### src/rtl/qadd_pipe.sv
// qadd_pipe: two-stage pipelined sign-magnitude fixed-point adder/subtractor
// with a valid/ready handshake, an overflow flag, and canonical (+0) zero.
// Q is documentation only. The arithmetic works on raw magnitudes.
// Optional macro QADD_PIPE_SAT_EN: on overflow, saturate the magnitude to
// all-ones instead of wrapping it.
module qadd_pipe #(
  parameter int N = 32,
  parameter int Q = 15
) (
  input  logic         clk,
  input  logic         rst,
  input  logic         in_valid,
  output logic         in_ready,
  input  logic [N-1:0] a,
  input  logic [N-1:0] b,
  input  logic         sub,
  output logic         out_valid,
  input  logic         out_ready,
  output logic [N-1:0] c,
  output logic         ovf
);

  localparam int M = N - 1;

  logic         en;

  logic         s1_valid_q;
  logic         s1_sa_q,   s1_sa_d;
  logic         s1_sb_q,   s1_sb_d;
  logic         s1_ge_q,   s1_ge_d;
  logic [N-1:0] s1_sum_q,  s1_sum_d;
  logic [M-1:0] s1_diff_q, s1_diff_d;

  logic         out_valid_q;
  logic [N-1:0] c_q,   c_d;
  logic         ovf_q, ovf_d;

  logic [M-1:0] ma, mb;
  logic [M-1:0] mag;
  logic         sign;

  // The whole pipe advances unless a valid result is waiting on downstream.
  assign en        = !out_valid_q || out_ready;
  assign in_ready  = en;
  assign out_valid = out_valid_q;
  assign c         = c_q;
  assign ovf       = ovf_q;

  // Stage 1: split the operands and precompute the sum, |difference| and compare.
  always_comb begin
    ma        = a[M-1:0];
    mb        = b[M-1:0];
    s1_sa_d   = a[N-1];
    s1_sb_d   = b[N-1] ^ sub;
    s1_ge_d   = (ma >= mb);
    s1_sum_d  = {1'b0, ma} + {1'b0, mb};
    s1_diff_d = s1_ge_d ? (ma - mb) : (mb - ma);
  end

  // Stage 2: choose the magnitude and sign, handle overflow, and normalise zero.
  always_comb begin
    mag   = s1_sum_q[M-1:0];
    sign  = s1_sa_q;
    ovf_d = 1'b0;
    if (s1_sa_q == s1_sb_q) begin
      ovf_d = s1_sum_q[M];
`ifdef QADD_PIPE_SAT_EN
      if (ovf_d) begin
        mag = '1;
      end
`endif
    end else begin
      mag  = s1_diff_q;
      sign = s1_ge_q ? s1_sa_q : s1_sb_q;
    end
    if (mag == '0) begin
      sign = 1'b0;
    end
    c_d = {sign, mag};
  end

  // Pipeline registers: clear on reset, load together on en, hold on stall.
  always_ff @(posedge clk) begin
    if (rst) begin
      s1_valid_q  <= 1'b0;
      s1_sa_q     <= 1'b0;
      s1_sb_q     <= 1'b0;
      s1_ge_q     <= 1'b0;
      s1_sum_q    <= '0;
      s1_diff_q   <= '0;
      out_valid_q <= 1'b0;
      c_q         <= '0;
      ovf_q       <= 1'b0;
    end else if (en) begin
      s1_valid_q  <= in_valid;
      s1_sa_q     <= s1_sa_d;
      s1_sb_q     <= s1_sb_d;
      s1_ge_q     <= s1_ge_d;
      s1_sum_q    <= s1_sum_d;
      s1_diff_q   <= s1_diff_d;
      out_valid_q <= s1_valid_q;
      c_q         <= c_d;
      ovf_q       <= ovf_d;
    end
  end

endmodule

### config.mk
export PLATFORM = sky130hd
export DESIGN_NAME = qadd_pipe
export DESIGN_NICKNAME = d
export VERILOG_FILES = /design/src/rtl/qadd_pipe.sv
export SDC_FILE = /design/constraint.sdc
export NUM_CORES = 1
export LEC_CHECK = 0
export ABC_AREA = 0
export BUFFER_PORTS_ARGS = -buffer_cell sky130_fd_sc_hd__buf_2
export CORE_MARGIN = 2
export CORE_UTILIZATION = 50
export DETAILED_ROUTE_END_ITERATION = 7
export PLACE_DENSITY = 0.81
export REMOVE_ABC_BUFFERS = 1
export SLEW_MARGIN = 20
export SYNTH_ARGS = -nofsm -noshare
export SYNTH_HDL_FRONTEND = slang
export SYNTH_SLANG_ARGS = --single-unit
### constraint.sdc
create_clock -name clk -period 2.56 [get_ports clk]
set_input_delay 0.256 -clock clk [delete_from_list [all_inputs] [get_ports clk]]
set_output_delay 0.256 -clock clk [all_outputs]
set_load 0.02 [all_outputs]
# After elaboration in Yosys (flattened, before gate mapping)
# Index checks and enable logic that the tools add are counted.
[totals]
ff_bits = 101
inputBits = 69
word_cells = 24
[classes]
n_addsub = 3
order_cmp = 1
eq_ne = 1
mux = 6
bitwise_logic = 1
n_reduce_logical = 3
[op_table]
columns = ["cell", "n"]
rows = [
  ["$mux W31", 2],
  ["$sub A31 B31 Y31", 2],
  ["$add A31 B31 Y32", 1],
  ["$ge A31 B31 Y1", 1],
  ["$logic_not A31 Y1", 1],
  ["$mux W1", 4],
  ["$eq A1 B1 Y1", 1],
  ["$logic_not A1 Y1", 1],
  ["$logic_or A1 B1 Y1", 1],
  ["$xor A1 B1 Y1", 1],
]

# Depth between registers and ports, before layout
# Gate-level depths: netlist (run 1).
[depth]
ltp_word = 4
mapped_depth = 14
mapped_depth_nobuf = 13

# Worst setup path after synthesis (run 1)
# Ideal clock, no wire load.
[synth_timing]
path_type = "input -> register"
startpoint = "input port a[14]"
endpoint = "register s1_diff_q[5]"
setup_time_ps = 122
arrival_time_ps = 2607
required_ps = 2438
path_slack_ps = -169
path_stages = 12
n_path_buf = 1
cell_sequence = "inv_1 -> ha_1 -> buf_4 -> a21o_1 -> a31oi_2 -> a2bb2oi_2 -> nand4b_1 -> a21oi_2 -> mux2i_1 -> o221ai_1 -> and4_1 -> a311o_1"
[synth_via]
elab_chain_cells = 2
[synth_lines]
columns = ["element", "line", "rtl"]
rows = [
  ["from (decl)", "14", "input logic [N-1:0] a,"],
  ["$ge A31 B31 Y1", "55", "s1_ge_d = (ma >= mb);"],
  ["$mux W31", "57", "s1_diff_d = s1_ge_d ? (ma - mb) : (mb - ma);"],
  ["to (signal assigned)", "100", "s1_diff_q <= s1_diff_d;"],
  ["to (decl)", "32", "logic [M-1:0] s1_diff_q, s1_diff_d;"],
]
# Every way passes these cells.
# A chain may end at the register's enable or synchronous reset.

# Worst setup path in the final report (run 1)
[layout_timing]
startpoint = "input port a[15]"
endpoint = "register s1_diff_q[28]"
[layout_via]
elab_chain_cells = 2
word_cells_on_any_way = 4
classes_between = "add/sub (2); order compare (1); mux (1)"
[layout_lines]
columns = ["element", "line"]
rows = [
  ["$sub A31 B31 Y31 / $ge A31 B31 Y1 (equally long branches)", "57, 55"],
  ["$mux W31 *", "57"],
]
# Mark *: on every way between the ends. The rest lies on a longest branch, timed or not.

==> results of run 1 <==
==> layer usage <==
metal / up-vias / share of wire [%]
li1: 4981 / -
met1: 4954 / 43
met2: 566 / 45
met3: 81 / 8.8
met4: 0 / 3.2
met5: - / 0
==> critical path: stages <==
cell                        delay, ns
sky130_fd_sc_hd__buf_6           0.07
sky130_fd_sc_hd__inv_2           0.04
sky130_fd_sc_hd__ha_4            0.27
sky130_fd_sc_hd__nand4_1         0.19
sky130_fd_sc_hd__nor3_2          0.30
sky130_fd_sc_hd__o2111ai_2       0.20
sky130_fd_sc_hd__nand4b_1        0.21
sky130_fd_sc_hd__buf_4           0.15
sky130_fd_sc_hd__a21oi_4         0.06
sky130_fd_sc_hd__buf_12          0.15
sky130_fd_sc_hd__buf_12          0.13
sky130_fd_sc_hd__or3_4           0.37
sky130_fd_sc_hd__a32oi_4         0.20
sky130_fd_sc_hd__xnor2_2         0.10
sky130_fd_sc_hd__a22o_1          0.18
==> final timing paths <==
check	slack (ns)	cells after the start	end	startpoint
max	-0.1	15	s1_diff_q[28]	a[15]
min	0.14	3	s1_valid_q	in_valid
max reg2reg	0.82	6	c[31]	s1_sum_q[23]
min reg2reg	0.45	2	c[0]	c[0]
==> registers in the layout, indices dropped and copies added, names as in the netlist <==
signal / cells
c: 32
s1_sum_q: 32
s1_diff_q: 30
out_valid: 1
ovf: 1
s1_ge_q: 1
s1_sa_q: 1
s1_sb_q: 1
s1_valid_q: 1
==> cells in the final DEF (no fill, tap or decap), types with 35 or more instances in the layout <==
cell type / count
sky130_fd_sc_hd__inv_1: 80
sky130_fd_sc_hd__a211oi_1: 67
sky130_fd_sc_hd__nor2_1: 131
sky130_fd_sc_hd__ha_1: 67
sky130_fd_sc_hd__a21oi_1: 89
sky130_fd_sc_hd__dfxtp_1: 100
sky130_fd_sc_hd__buf_4: 294
sky130_fd_sc_hd__xnor2_1: 35
sky130_fd_sc_hd__o21ai_0: 50
sky130_fd_sc_hd__buf_6: 35
sky130_fd_sc_hd__buf_2: 80
sky130_fd_sc_hd__nand2_1: 65
==> power by group through the flow <==
stage	logic, mW	registers, mW	clock network (mW)
after floorplan	1.37	2.00	0
after global placement	2.50	1.96	0
after detailed placement	2.55	1.97	0
after CTS	2.78	1.94	1.37
after global routing	3.26	1.97	1.44
final	3.08	1.95	1.36
==> stage by stage <==
stage	cells	power (mW)	util, %
2_1_floorplan	1113	3.37	-
3_3_place_gp	1726	4.46	65.3
3_5_place_dp	1726	4.52	65.3
4_1_cts	1766	6.09	71.4
5_1_grt	1774	6.67	74.7
6_report	1774	6.39	74.7
==> kinds of logic (layout without fill, tap and decap cells) <==
kind of cell	Yosys count	count (layout)	synth area share, %
AOI/OAI and AO/OA	379	379	28.2
and+or+nand+nor	344	344	18.2
buffers and inverters	179	534	8.38
DFF	100	100	22.0
adders and majority gates	99	99	13.9
muxes	46	46	5.24
xor gates and xnor gates	43	43	4.14
==> layout make-up <==
cell class	count	area share, %
clock buffers	11	1.81
clock inverters	5	0.458
inverters	102	2.98
multi-input cells	911	54.2
flip-flops and latches	100	15.0
well taps	229	2.14
repair buffers	416	23.4
==> timing repair <==
item / in CTS / in global routing
gates cloned: 0 / 0
buffers inserted: 27 / 11
resized for setup: 103 / 116
pin swaps: 46 / 74
endpoints found under the setup margin: 40 / 33
hold buffers: 0 / 0
==> out/results.ini, run 1 <==
[outcome]
run_status=complete, but fails checks
failed_checks=setup timing

[clock_network]
clk_path_buf_depth=2
cts.sinks=100
cts-buffers-inserted=9
clock_latency_on_the_worst_skew_pair_ns=0.35
clock_edge_transition_at_the_registers_on_the_reported_setup_and_hold_paths_ns=0.07
clock_tree.htree_level_count=3
tritoncts_clock_tree=built
root_buffer=sky130_fd_sc_hd__clkbuf_16

[worst_hold_path]
min_path_type=input pin to flop

[finish]
flow.area_growth_from_synthesis_pct=46.9
fillCellCount=1258
multi_input_area_mm2=0.00725
register_area_mm2=0.00200
layout-drive-gt1-share_pct=38.1
nets_finish=1708
finalInstanceArea_mm2=0.0134
insertedDiodeCount=0

[die]
floorplan.rows=49
ioPinCount=104
initial_utilization_pct=50.9
floorplan.die.width_um=139
chip_height_um=139
fp.coreArea_mm2=0.0179
die_area_mm2=0.0193

[sta]
finalHoldViolCount=0
final.setup_skew_ns=0.00920
finalWorstSetupSlack_ns=-0.0961
fmaxAchievable_mhz=376
maxSlewHeadroom_pct=63.6
whs_ns=0.144
final-setup-viol-count=4
layout_worst_path_cycle_share_pct=104
maxSlewViolCount=0
worst_slew_pin_slew_ns=0.547
final_period_minus_worst_setup_slack_ns=2.66
rsz0062_at_grt=true
finalSetupTns_ns=-0.114

[logic_synthesis]
postSynthRegisterBits=100
netlist-cell-type-count=76
combined_area_of_all_synthesized_cells_mm2=0.00910
yosysSeqAreaShare_pct=22.0
synthesis_warnings=0
yosys.area.top_type_share_pct=22.0
yosysMostFrequentCell=sky130_fd_sc_hd__nor2_1
netlist_top_cells_count=sky130_fd_sc_hd__nor2_1 (133), sky130_fd_sc_hd__a21oi_1 (108), sky130_fd_sc_hd__inv_1 (101)
synth_top_flop_cell=sky130_fd_sc_hd__dfxtp_1
netlist_top_cells_area=sky130_fd_sc_hd__dfxtp_1 (22%), sky130_fd_sc_hd__ha_1 (13%), sky130_fd_sc_hd__a21oi_1 (5.9%), sky130_fd_sc_hd__a211oi_1 (5.7%), sky130_fd_sc_hd__nor2_1 (5.5%)
synthDominantAreaCellType=sky130_fd_sc_hd__dfxtp_1
synth_area_per_cell_um2=7.65
postSynthCellCount=1190
postSynth.asyncResetShare_pct=0
count_of_flip_flops_with_a_built_in_enable_after_synthesis=0

[routing]
pre_repair_dr_iteration_count=5
drt-initial-drc-count=1306
post_drt_via_cell_ratio=5.97
drt_drc_violations_left=0
route.final.wire_length_mm=33.4
post_drt_wl_per_cell_um=18.8
dr_total_vias=10600
final_antenna_net_count=0

[power]
clock_network_power_share_pct=21.3
switching_share_pct=37.0
vdd_drop_max_v=0.000482
net-switching-power_mw=2.37
cell_internal_pwr_mw=4.02
power_frac_comb_pct=48.2
p_leak_nw=6.23
power_frac_seq_pct=30.5
p_per_area_mw_per_mm2=478

[placed_design]
detailed_place.area_mm2=0.0117
place.detailed.hpwl_mm=24.6
placement.io_buffers=103
place_congestion=0.992
place_ws_ns=-0.761

[global_routing]
grt_remaining_overflow=0
maximum_number_of_pins_on_one_net_before_global_route_repair=58
global_routing_met3_resource_utilization_pct=4.21
grt_use_met1_pct=45.3
first_global_vias=9751
number_of_antenna_violations_at_the_first_check_in_global_routing=0
globalRouteTotalUtil_pct=31.4
grt_most_used_layer=met2
grt_util_met2_pct=48.6
grt_pass1_wl_mm=50.0

[job]
max-cap-violations=0

[setup_path]
critPathKind=input pin to flop
critical_path_arrival_ns=2.90
required_ns=2.80
worst-path-max-fanout=7
cp-end-kind=flop
timing.critical_path.from_type=input pin

Power figures use the tool's default switching activity.
==> inputs of run 2 (changes only) <==
--- a/config.mk
+++ b/config.mk
@@ -9,9 +9,11 @@
 export BUFFER_PORTS_ARGS = -buffer_cell sky130_fd_sc_hd__buf_2
 export CORE_MARGIN = 2
 export CORE_UTILIZATION = 50
+export CTS_CLUSTER_SIZE = 14
 export DETAILED_ROUTE_END_ITERATION = 7
 export PLACE_DENSITY = 0.81
 export REMOVE_ABC_BUFFERS = 1
+export SKIP_CTS_REPAIR_TIMING = 1
 export SLEW_MARGIN = 20
 export SYNTH_ARGS = -nofsm -noshare
 export SYNTH_HDL_FRONTEND = slang
==> out/results.ini, run 2 (synthesis gave the netlist of run 1 again) <==
[power]
p_leak_nw=6.23
cell_internal_pwr_mw=4.00
vdd_drop_max_v=0.000480
net-switching-power_mw=2.34
switching_share_pct=36.9
power_frac_seq_pct=30.7
p_per_area_mw_per_mm2=477
power_frac_comb_pct=47.7
clock_network_power_share_pct=21.5
power_mw=6.33

[finish]
fillCellCount=1270
most_common_cell_after_layout_fill_and_taps_aside=sky130_fd_sc_hd__buf_4
nets_finish=1709
finalInstanceArea_mm2=0.0133
layout-drive-gt1-share_pct=37.1
insertedDiodeCount=0
flow.area_growth_from_synthesis_pct=45.8
final_cell_mix=sky130_fd_sc_hd__buf_4 (298), sky130_fd_sc_hd__nor2_1 (131), sky130_fd_sc_hd__dfxtp_1 (100)

[die]
ioPinCount=104
fp.coreArea_mm2=0.0179
floorplan.rows=49
chip_height_um=139
die_area_mm2=0.0193
floorplan.die.width_um=139
initial_utilization_pct=50.9

[placed_design]
placement.io_buffers=103
place_congestion=0.992
detailed_place.area_mm2=0.0117
place.detailed.hpwl_mm=24.6

[setup_path]
timing.critical_path.from=b[14]
cp-end-kind=flop
critPathTopFamily=compound AO/OA/AOI/OAI gates
rr_endpoint=c[31]
endpoint=s1_diff_q[5]
timing.critical_path.from_type=input pin
ff2ff_setup_slack_ns=0.79
reg2reg_depth=6
worst-path-max-fanout=8
required_ns=2.80
critical_path.cell_chain=buf_4 -> buf_6 -> inv_2 -> ha_4 -> a21o_1 -> a31oi_4 -> a2bb2oi_2 -> nand4b_1 -> a21oi_4 -> mux2i_2 -> o221ai_2 -> and4_1 -> a311o_1
timing.critical_path.depth=13
critPathKind=input pin to flop
critical_path_buf_inv_count=3
cp_slowest_stage_delay_ns=0.43
cpMaxStageDelayCell=sky130_fd_sc_hd__a21oi_4
critical_path_arrival_ns=2.90
timing.rr.start=s1_sum_q[27]

[outcome]
failed_checks=setup timing
run_status=complete, but fails checks

[sta]
finalHoldViolCount=0
layout_worst_path_cycle_share_pct=104
final-setup-viol-count=12
final.setup_skew_ns=0.00907
maxSlewViolCount=0
maxSlewHeadroom_pct=64.7
rsz0062_at_grt=true
finalSetupTns_ns=-0.664
finalWorstSetupSlack_ns=-0.0950
final_period_minus_worst_setup_slack_ns=2.65
worst_slew_pin_slew_ns=0.530
fmaxAchievable_mhz=377
whs_ns=0.142

[routing]
drt-initial-drc-count=1339
drt_drc_violations_left=0
final_antenna_net_count=0
post_drt_via_cell_ratio=5.96
post_drt_wl_per_cell_um=18.6
route.final.wire_length_mm=33.1
pre_repair_dr_iteration_count=6
dr_total_vias=10600

[clock_network]
clk_path_buf_depth=2
clock_tree.htree_level_count=3
cts.sinks=100
root_buffer=sky130_fd_sc_hd__clkbuf_16
cts-buffers-inserted=9
tritoncts_clock_tree=built
clock_edge_transition_at_the_registers_on_the_reported_setup_and_hold_paths_ns=0.07
clock_latency_on_the_worst_skew_pair_ns=0.35

[global_routing]
globalRouteTotalUtil_pct=30.0
maximum_number_of_pins_on_one_net_before_global_route_repair=58
grt_util_met2_pct=45.4
grt_remaining_overflow=0
grt_use_met1_pct=44.3
global_routing_met3_resource_utilization_pct=3.90
number_of_antenna_violations_at_the_first_check_in_global_routing=0
grt_most_used_layer=met2
grt_pass1_wl_mm=47.8
first_global_vias=9400

[job]
max-cap-violations=0

[worst_hold_path]
timing.hold.worst.start=in_valid
min_path_type=input pin to flop
hold_path_depth=3

## run 2: changes by cell type in the layout (fill, tap and decap cells not counted), sizes merged
cell	previous run	this run
buf	416	417
clkinvlp	1	0
inv	101	102
## run 2: through the flow
step,cells,setup slack [ns],utilization (%)
after detailed placement,1726,-0.761,65.3
after global placement,1726,-0.687,65.3
final,1775,-0.0950,74.2
after global routing,1775,-0.205,74.2
after floorplan,1113,-2.54,-
after CTS,1742,-0.410,67.0
## run 2: worst min path at each step
stage	slack, ns	end
2_1_floorplan	0.32	s1_sum_q[25]
3_5_place_dp	0.45	s1_valid_q
3_3_place_gp	0.44	ovf
4_1_cts	0.14	s1_valid_q
5_1_grt	0.14	s1_valid_q
6_report	0.14	s1_valid_q
## run 2: routing by layer
layer / up-vias / wire [µm]
li1: 4971 / -
met1: 4952 / 14500
met2: 586 / 14800
met3: 76 / 2770
met4: 0 / 988
met5: - / 0
## run 2: final cells by class
type	count	area, µm²	area share (%)
sequential	100	2000	15.1
clock inverter	5	61.3	0.462
inverter	102	400	3.02
timing repair buffer	417	3150	23.7
tap	229	287	2.16
multi-input combinational	911	7140	53.8
clock buffer	11	243	1.83
## run 2: tightest hold or removal path: stages
cell                      delay [ns]
sky130_fd_sc_hd__buf_2          0.09
sky130_fd_sc_hd__nand2_1        0.04
sky130_fd_sc_hd__a21oi_1        0.05
## run 2: power groups by stage
stage / Clock (mW) / Sequential, mW / Combinational (mW)
after floorplan: 0 / 2.00 / 1.37
after global placement: 0 / 1.96 / 2.50
after detailed placement: 0 / 1.97 / 2.55
after CTS: 1.37 / 1.94 / 2.56
after global routing: 1.44 / 1.97 / 3.21
final: 1.36 / 1.95 / 3.02
==> inputs of run 3 (changes only) <==
--- a/config.mk
+++ b/config.mk
@@ -9,9 +9,11 @@
 export BUFFER_PORTS_ARGS = -buffer_cell sky130_fd_sc_hd__buf_2
 export CORE_MARGIN = 2
 export CORE_UTILIZATION = 50
+export CTS_BUF_LIST = sky130_fd_sc_hd__clkbuf_4 sky130_fd_sc_hd__clkbuf_8
 export CTS_CLUSTER_SIZE = 14
 export DETAILED_ROUTE_END_ITERATION = 7
 export PLACE_DENSITY = 0.81
+export RECOVER_POWER = 50
 export REMOVE_ABC_BUFFERS = 1
 export SKIP_CTS_REPAIR_TIMING = 1
 export SLEW_MARGIN = 20
==> out/results.ini, run 3 (synthesis gave the netlist of run 1 again) <==
[outcome]
run_status=complete, but fails checks
failed_checks=setup timing

[die]
chip_height_um=139
initial_utilization_pct=50.9
ioPinCount=104
floorplan.rows=49
floorplan.die.width_um=139
die_area_mm2=0.0193
fp.coreArea_mm2=0.0179

[finish]
final_cell_mix=sky130_fd_sc_hd__buf_4 (303), sky130_fd_sc_hd__nor2_1 (131), sky130_fd_sc_hd__dfxtp_1 (100)
multi_input_area_mm2=0.00709
layout-drive-gt1-share_pct=34.5
register_area_mm2=0.00200
fillCellCount=1319
nets_finish=1707
most_common_cell_after_layout_fill_and_taps_aside=sky130_fd_sc_hd__buf_4
finalInstanceArea_mm2=0.0131
flow.area_growth_from_synthesis_pct=43.5
stdcell_count=1773
insertedDiodeCount=0

[setup_path]
cp-end-kind=flop
critPathKind=input pin to flop
critical_path_arrival_ns=2.86
cpMaxStageDelayCell=sky130_fd_sc_hd__or4_4
timing.critical_path.from=b[14]
critical_path.cell_chain=buf_4 -> ha_4 -> a21o_1 -> a31oi_4 -> a2bb2oi_2 -> nand4b_1 -> a21o_4 -> buf_8 -> buf_12 -> or4_4 -> o211ai_4 -> or4_1 -> nand3_1
worst-path-max-fanout=6
timing.critical_path.from_type=input pin
critPathTopFamily=compound AO/OA/AOI/OAI gates
timing.rr.start=s1_sum_q[23]
critical_path_buf_inv_count=3
cp_slowest_stage_delay_ns=0.42
required_ns=2.83

[routing]
drt_drc_violations_left=0
drt-initial-drc-count=1407
route.final.wire_length_mm=32.6
post_drt_via_cell_ratio=5.88
final_antenna_net_count=0
post_drt_wl_per_cell_um=18.4
pre_repair_dr_iteration_count=7
dr_total_vias=10400

[power]
vdd_drop_max_v=0.000488
net-switching-power_mw=2.27
power_mw=5.93
power_frac_seq_pct=32.7
cell_internal_pwr_mw=3.67
switching_share_pct=38.2
clock_network_power_share_pct=17.2
p_per_area_mw_per_mm2=454
p_leak_nw=6.04
power_frac_comb_pct=50.1

[worst_hold_path]
timing.hold.worst.start=in_valid
min_path_type=input pin to flop

[global_routing]
globalRouteTotalUtil_pct=29.6
first_global_vias=9369
number_of_antenna_violations_at_the_first_check_in_global_routing=0
grt_pass1_wl_mm=47.3
maximum_number_of_pins_on_one_net_before_global_route_repair=58
grt_remaining_overflow=0

[placed_design]
place_ws_ns=-0.761
post-place-cells=1726
detailed_place.area_mm2=0.0117
place_congestion=0.992
placement.io_buffers=103
place.detailed.hpwl_mm=24.6

[clock_network]
clock_tree.htree_level_count=3
clock_latency_on_the_worst_skew_pair_ns=0.37
clk_path_buf_depth=2
tritoncts_clock_tree=built
clock_edge_transition_at_the_registers_on_the_reported_setup_and_hold_paths_ns=0.09
root_buffer=sky130_fd_sc_hd__clkbuf_8
cts-buffers-inserted=9
cts.sinks=100

[sta]
fmaxAchievable_mhz=385
final_period_minus_worst_setup_slack_ns=2.59
maxSlewViolCount=0
maxSlewHeadroom_pct=64.1
whs_ns=0.113
finalWorstSetupSlack_ns=-0.0344
finalHoldViolCount=0
final.setup_skew_ns=0.0165
worst_slew_pin_slew_ns=0.538
rsz0062_at_grt=true
layout_worst_path_cycle_share_pct=101
final-setup-viol-count=9

[job]
max-cap-violations=0

==> run 3: metal layers <==
layer | part of all wire (%) | up-vias | track usage, %
met3 | 8.4 | 87 | 4.73
met2 | 44 | 529 | 44.3
li1 | - | 4966 | -
met5 | 0 | - | 0
met1 | 44 | 4846 | 43.9
met4 | 3.4 | 0 | 8.77
==> run 3: cell type report <==
class                      count  area share (%)
clock inverter                 5           0.469
clock buffer                  11            1.11
sequential                   100            15.3
timing repair buffer         415            23.5
inverter                     102            3.08
multi-input combinational    911            54.3
tap                          229            2.19
==> run 3: final timing paths <==
check                                      to  slack (ns)  cells past startpoint
worst min register to register     s1_valid_q        0.46                      2
worst max-delay path            s1_diff_q[30]       -0.03                     13
worst min-delay path               s1_valid_q        0.11                      3
worst max register to register          c[31]        0.84                      6
==> run 3: worst min-delay path, stage by stage <==
cell                      delay, ns
sky130_fd_sc_hd__buf_2         0.09
sky130_fd_sc_hd__nand2_1       0.04
sky130_fd_sc_hd__a21oi_1       0.05
==> run 3: per-stage QoR <==
step / TNS [ns] / utilization [%]
3_5_place_dp: -23.90 / 65.3
5_1_grt: -0.732 / 73.0
2_1_floorplan: -203.02 / -
3_3_place_gp: -21.13 / 65.3
6_report: -0.189 / 73.0
4_1_cts: -7.18 / 66.5
==> run 3: power groups by stage <==
stage	Clock [mW]	Combinational [mW]	Sequential [mW]
after detailed placement	0	2.55	1.97
after floorplan	0	1.37	2.00
after CTS	1.03	2.56	1.94
after global placement	0	2.50	1.96
after global routing	1.10	3.16	1.97
final	1.02	2.97	1.94
